**config.mk**
```make
export PLATFORM = sky130hd
export DESIGN_NAME = serial_mag_cmp
export DESIGN_NICKNAME = d
export VERILOG_FILES = /design/src/rtl/serial_mag_cmp.sv
export SDC_FILE = /design/constraint.sdc
export NUM_CORES = 1
export LEC_CHECK = 0
export CAP_MARGIN = 30
export CORE_UTILIZATION = 53
export CTS_CLUSTER_SIZE = 12
export DETAILED_ROUTE_END_ITERATION = 6
export GPL_TIMING_DRIVEN = 0
export PLACE_DENSITY = 0.87
export SLEW_MARGIN = 10
export SYNTH_ARGS = -nofsm -noshare
export SYNTH_HDL_FRONTEND = slang
export SYNTH_SLANG_ARGS = --single-unit
```
**constraint.sdc**
```tcl
create_clock -name clk -period 5.7 [get_ports clk]
set_input_delay 1.71 -clock clk [delete_from_list [all_inputs] [get_ports clk]]
set_output_delay 1.71 -clock clk [all_outputs]
set_load 0.02 [all_outputs]
```
**src/rtl/serial_mag_cmp.sv**
```systemverilog
// serial_mag_cmp: bit-serial, MSB-first magnitude comparator for two WIDTH-bit
// operands in unsigned or two's-complement mode. One bit pair is examined per
// clock and the compare stops at the first differing pair.
//
// Ports:
//   clk    - rising-edge clock
//   rst    - asynchronous active-high reset
//   start  - request a compare (sampled in IDLE only)
//   mode   - 0 = unsigned, 1 = signed two's complement (latched with start)
//   a, b   - operands (latched with start)
//   busy   - high while bit pairs are being examined
//   done   - one-cycle pulse when gt/eq/lt/nbits are valid
//   gt, eq, lt - result flags, held until the next accepted start
//   nbits  - bit pairs examined in the last compare (1..WIDTH)
//   led    - {gt, eq, lt} for board display
module serial_mag_cmp #(
  parameter int unsigned WIDTH = 8,
  parameter int unsigned CW    = $clog2(WIDTH) + 1
) (
  input  logic             clk,
  input  logic             rst,
  input  logic             start,
  input  logic             mode,
  input  logic [WIDTH-1:0] a,
  input  logic [WIDTH-1:0] b,
  output logic             busy,
  output logic             done,
  output logic             gt,
  output logic             eq,
  output logic             lt,
  output logic [CW-1:0]    nbits,
  output logic [2:0]       led
);

  localparam int unsigned IW = (WIDTH > 1) ? $clog2(WIDTH) : 1;
  localparam logic [IW-1:0] MsbIdx = IW'(WIDTH - 1);

  typedef enum logic [1:0] {
    StIdle,
    StShift,
    StDone
  } state_e;

  state_e           state_q, state_d;
  logic [WIDTH-1:0] a_q, a_d;
  logic [WIDTH-1:0] b_q, b_d;
  logic             mode_q, mode_d;
  logic [IW-1:0]    idx_q, idx_d;
  logic             gt_q, gt_d;
  logic             eq_q, eq_d;
  logic             lt_q, lt_d;
  logic [CW-1:0]    nbits_q, nbits_d;

  always_ff @(posedge clk or posedge rst) begin
    if (rst) begin
      state_q <= StIdle;
      a_q     <= '0;
      b_q     <= '0;
      mode_q  <= 1'b0;
      idx_q   <= '0;
      gt_q    <= 1'b0;
      eq_q    <= 1'b0;
      lt_q    <= 1'b0;
      nbits_q <= '0;
    end else begin
      state_q <= state_d;
      a_q     <= a_d;
      b_q     <= b_d;
      mode_q  <= mode_d;
      idx_q   <= idx_d;
      gt_q    <= gt_d;
      eq_q    <= eq_d;
      lt_q    <= lt_d;
      nbits_q <= nbits_d;
    end
  end

  logic ai, bi, sign_pos;

  always_comb begin
    state_d  = state_q;
    a_d      = a_q;
    b_d      = b_q;
    mode_d   = mode_q;
    idx_d    = idx_q;
    gt_d     = gt_q;
    eq_d     = eq_q;
    lt_d     = lt_q;
    nbits_d  = nbits_q;
    ai       = a_q[idx_q];
    bi       = b_q[idx_q];
    sign_pos = mode_q && (idx_q == MsbIdx);

    unique case (state_q)
      StIdle: begin
        if (start) begin
          a_d     = a;
          b_d     = b;
          mode_d  = mode;
          idx_d   = MsbIdx;
          gt_d    = 1'b0;
          eq_d    = 1'b0;
          lt_d    = 1'b0;
          nbits_d = '0;
          state_d = StShift;
        end
      end
      StShift: begin
        nbits_d = nbits_q + CW'(1);
        if (ai != bi) begin
          // A set bit means "larger" except at the signed sign bit, where it
          // means negative; XOR with sign_pos folds both cases together.
          if (ai ^ sign_pos) gt_d = 1'b1;
          else               lt_d = 1'b1;
          state_d = StDone;
        end else if (idx_q == '0) begin
          eq_d    = 1'b1;
          state_d = StDone;
        end else begin
          idx_d = idx_q - IW'(1);
        end
      end
      StDone: begin
        state_d = StIdle;
      end
      default: begin
        state_d = StIdle;
      end
    endcase
  end

  // All outputs decode straight from registers; no input reaches them combinationally.
  assign busy  = (state_q == StShift);
  assign done  = (state_q == StDone);
  assign gt    = gt_q;
  assign eq    = eq_q;
  assign lt    = lt_q;
  assign nbits = nbits_q;
  assign led   = {gt_q, eq_q, lt_q};

endmodule
```
**After elaboration in Yosys (flattened, before gate mapping)**

Index checks and enable logic that the tools add are counted.

- Bits in registers: 29
- Bits of input ports: 20
- Output and inout port bits: 12

- Add/subtract/negate cells: 2
- Order comparisons: 1
- Equality and inequality tests: 12
- Mux-type cells: 24
- Bitwise operators: 1
- Reduce and logical (&&, ||, !) cells: 11

Operators by type and width:

| kind | number |
|---|---|
| 4-bit AND reduction | 4 |
| 1-bit two-way mux | 9 |
| 3-bit two-way mux | 3 |
| 2-bit != test, second input constant | 4 |
| 4-bit one-hot mux with 2 select lines | 1 |
| 1-bit binary-select mux with 3-bit select | 2 |
| 2-bit two-way mux | 3 |
| 2-bit by 1-bit != test with 1-bit output, second input constant | 3 |
| 1-bit one-hot mux with 2 select lines | 3 |
| 3-bit one-hot mux with 2 select lines | 1 |
| 2-bit AND reduction | 3 |
| 4-bit by 1-bit adder with 4-bit output, second input constant | 1 |
| 3-bit by 4-bit < comparator with 1-bit output, second input constant | 1 |
| 4-bit two-way mux | 1 |
| 2-bit one-hot mux with 2 select lines | 1 |
| 3-bit == test, second input constant | 1 |
| 3-bit logical NOT | 1 |
| 3-bit by 1-bit != test with 1-bit output, second input constant | 1 |
| 3-bit by 1-bit subtractor with 3-bit output, second input constant | 1 |
| 2-bit by 1-bit == test with 1-bit output, second input constant | 1 |
| 2-bit == test, second input constant | 1 |
| 2-bit logical NOT | 1 |
| 2-bit nonzero test | 1 |
| 1-bit logical AND | 1 |
| 2 further kinds | 2 |

**Logic depth before layout (Yosys ltp)**

- Word-level depth: 6
- Depth in mapped cells: 6

**Worst setup path after synthesis**

OpenSTA, ideal clock, no wires.

- Kind: register to output
- Start: register state_q[1]
- End: output busy
- Data arrival time: 0.880 ns
- Slack: 3.110 ns
- Stages on the path, launching flop included: 4
- Buffers on the path: 1
- Cell sequence: dfrtp_1 -> nand2b_1 -> clkbuf_1 -> inv_1

- Longest elaborated chain between the ends: 1

RTL lines:

| element | line | text |
|---|---|---|
| from (decl) | 44 | `state_e state_q, state_d;` |
| from (signal assigned) | 56 | `state_q <= StIdle;` |
| from (signal assigned) | 66 | `state_q <= state_d;` |
| 2-bit by 1-bit == test with 1-bit output | 133 | `assign busy = (state_q == StShift);` |
| to (decl) | 26 | `output logic busy,` |

Every way passes these cells.

**Worst setup path after layout**

Same ends and word-level chain as after synthesis.

==> results.txt <==
The startpoint of the worst register-to-register path is idx_q[0]. The number of detailed-routing iterations run before antenna repair came out at 4. The instance area at placement came out at approximately 1800 um2.

Across the run, the number of max-cap violations was 0. The pin count of the biggest net entering global routing came out at 23. The number of hold violations in the final report came out at 0. Post-CTS timing repair inserted 0 buffers for setup.

The routed via count came out at 1118. The die covers between 2000 and 3000 um2. Traced cell by cell, the critical path runs through nand2b_1 -> clkbuf_1 -> inv_1 -> clkdlybuf4s50_1. Once the floorplan was initialized, standard cells occupied around 56% of the core. The final number of max-transition violations was 0. The worst relative slew slack is between 60% and 70%. The flow ran to the end, and the final reports show no timing, DRC or antenna violations. The boundary pin count came out at 32.

The average wire length per cell after detail routing came out at roughly 13 um. The global-route wire length before repair came out at approximately 4.7 mm. The worst setup path is of the reg -> out kind. The worst setup path is captured at an output pin. The cell family contributing the most delay on the critical path is buffers and inverters. The longest individual stage delay on the worst path came out at approximately 0.64 ns. The cell area after layout came out at ~1900 um2.

The number of antenna diodes in the final layout is 0. For this run, the top clock speed supported by timing is approximately 280 MHz. The critical path starts at state_q[1]. The share of layout cells above drive strength 1 is about 10%. The cell depth of the worst hold path came out at 2. The warning count from the yosys run is 0. The cell sitting at the root of the clock tree is a sky130_fd_sc_hd__clkbuf_4.

In this run the worst hold path is classified as reg -> reg. The time the final worst path needs with I/O delays and setup is between 3 and 4 ns. The die height came out at roughly 54 um. The mean instance size in the synthesized netlist came out at 9.60 um2. Counting every instance in the synthesized netlist gives 147. The number of global-route vias before repair is between 1000 and 1500. The largest vdd supply drop came out at ~0.37 mV. The fraction of post-synthesis cell area in the top cell type by area came out at roughly half. The cts-stage hold buffer count came out at 0. The filler cell count in the final layout is 188. Setup repair after global routing left no endpoint under its margin.

STA puts the critical path data arrival time at 1.90 ns. The net count of the finished layout is 210. The floorplan has 18 rows. The sum of net half-perimeters after detailed placement came out at roughly 2.1 mm. The setup TNS after final layout came out at 0 ns. The detail route stage leaves a number of antenna-violating nets equal to 0. The worst hold path endpoint is b_q[3]. The design draws 1.01 mW.

The netlist area before placement came out at ~1400 um2. The fraction of the cycle the final worst path needs came out at a little over three fifths. The number of register bits inferred by synthesis is 29. In this run, post-CTS repair resized a total of 0 instances. The layout-stage area growth over the synthesis result came out at 32.9%.

The critical hold path startpoint is b_q[3]. Measured in cells, the most critical reg-to-reg path has a length of 6. The global-route total usage across every layer is between 20% and 30%. The worst setup slack for register-to-register paths came out at between 3 and 4 ns. The worst register-to-register path ends at idx_q[1]. TritonCTS built the clock tree. The count of input and output buffers came out at 31. The category of the worst setup path launch point is a register. The number of antenna violations at the first check in global routing came out at 0. The worst hold slack came out at approximately 0.48 ns. By area the synthesized netlist is led by sky130_fd_sc_hd__dfrtp_1 51%, sky130_fd_sc_hd__nand2_1 16%, sky130_fd_sc_hd__mux4_1 3.7%. The sequential-to-total area share from yosys stat came out at around half. The depth of the CTS H-tree came out at 2. The critical-path maximum fanout is 8. The synthesized net count came out at 171. Setup violations remaining at the end of the flow were counted as 0. The detailed router's first-iteration violation count is 14. In the routed design, unresolved DRC markers number 0. Including well taps, the total number of placed cells is between 200 and 250. The via count normalized by instance count is slightly above 5.

The largest area contributor in the netlist is sky130_fd_sc_hd__dfrtp_1. In this run, CTS created clock tree buffers numbering 5. For this design the static power due to leakage is approximately 0.9 nW. Clock-pin slew was measured on the worst setup and hold paths at ~0.090 ns.

Clock skew on the completed layout was measured at roughly 0.011 ns. The count of placed standard cells in the final layout, fillers left out came out at 217. Among all stages on the critical path, the largest delay is contributed by sky130_fd_sc_hd__clkdlybuf4s50_1. The power per unit of standard cell area came out at around 540 nW/um2. After floorplanning, the core was sized to cover about 2500 um2. For this run the aggregate overflow at the end of global routing stands at 0. In this run the horizontal extent of the chip is 53.6 um. The clock insertion delay at the later pin of the skew report came out at approximately 0.32 ns. The distinct cell type count after synthesis came out at 26. The routed design has between 2 and 3 mm of wire. Together, buffers and inverters on the worst path number 3.

The worst endpoint required time came out at 3.99 ns. The routability congestion estimate is approximately 0.81. The clock passes through at most 2 buffers. The clock net in this run drives a total of 29 sinks. The actual slew at the worst max-slew pin came out at between 0.4 and 0.5 ns.
per-layer routing:
metal  wire, um  track usage (%)  vias up
met3        150             7.34        4
met5          0                0        -
met2       1460             40.8       41
li1           -                -      550
met1       1110             26.2      523
met4         22             11.0        0
registers in the layout, indices dropped and copies added, names as in the netlist:
| name | cells |
|---|---|
| a_q | 8 |
| b_q | 8 |
| eq | 1 |
| gt | 1 |
| idx_q | 3 |
| lt | 1 |
| mode_q | 1 |
| nbits | 4 |
| state_q | 2 |
cell type report:
class | instances | area (um2) | area share [%]
Buffer | 10 | 56.3 | 3.00
Clock inverter | 2 | 37.5 | 2.00
Tap cell | 30 | 37.5 | 2.00
Timing Repair Buffer | 32 | 338 | 18.0
Inverter | 4 | 15.0 | 0.801
Clock buffer | 6 | 51.3 | 2.74
Multi-Input combinational cell | 104 | 614 | 32.8
Sequential cell | 29 | 726 | 38.7
worst min-delay path, stage by stage, from the launching register on:
cell and delay, ns:
sky130_fd_sc_hd__dfrtp_1 0.35, sky130_fd_sc_hd__nand2_1 0.05, sky130_fd_sc_hd__nand2_1 0.06
cell usage after synthesis, drive strengths merged:
cell type and count:
a21oi 2, a2bb2oi 1, and2 2, buf 4, clkbuf 6, dfrtp 29, ha 4, inv 4
mux2 1, mux2i 4, mux4 4, nand2 61, nand2b 2, nand3 5, nand4 1, nor2 6
nor2b 1, nor3 1, o21ai 7, xor2 2
where the power goes:
part / switching (mW) / leakage [nW] / internal (mW)
logic: 0.263 / 0.514 / 0.227
clock network: 0.0714 / 0.0445 / 0.104
registers: 0.0529 / 0.358 / 0.293
kinds of logic (layout without fill, tap and decap cells):
kind of cell	count (synthesis)	after routing	synth area share, %
AND/OR/NAND/NOR	79	79	23.0
XOR/XNOR	2	2	1.77
AO/OA/AOI/OAI	10	10	3.81
adder cells (fa/ha/maj)	4	4	3.55
flip-flops	29	29	51.4
buffers and inverters	14	54	5.05
multiplexers	9	9	11.4
metrics by stage:
stage | util [%] | worst slack [ns]
final | 75.0 | 2.09
after global routing | 75.0 | 1.98
after CTS | 75.0 | 2.10
after detailed placement | 71.5 | 2.47
after global placement | 70.4 | 2.51
after floorplan | - | 3.11
worst max path at each step:
| stage | endpoint | slack (ns) | depth (start not counted) |
|---|---|---|---|
| 3_5_place_dp | busy | 2.47 | 4 |
| 5_1_grt | busy | 1.98 | 4 |
| 3_3_place_gp | busy | 2.51 | 4 |
| 2_1_floorplan | busy | 3.11 | 3 |
| 6_report | busy | 2.09 | 4 |
| 4_1_cts | busy | 2.10 | 4 |
cell usage in the layout, fill, tap and decap left out, drive strengths merged:
cell type | netlist | routed
nor2b | 1 | 1
nand3 | 5 | 5
clkinvlp | 0 | 1
dfrtp | 29 | 29
clkdlybuf4s50 | 0 | 31
nor3 | 1 | 1
nand4 | 1 | 1
and2 | 2 | 2
nor2 | 6 | 6
mux4 | 4 | 4
a21oi | 2 | 2
ha | 4 | 4
a2bb2oi | 1 | 1
clkbuf | 6 | 12
mux2 | 1 | 1
o21ai | 7 | 7
bufinv | 0 | 1
xor2 | 2 | 2
mux2i | 4 | 4
inv | 4 | 4
nand2 | 61 | 61
nand2b | 2 | 2
buf | 4 | 5
(Power assumes the default switching activity.)
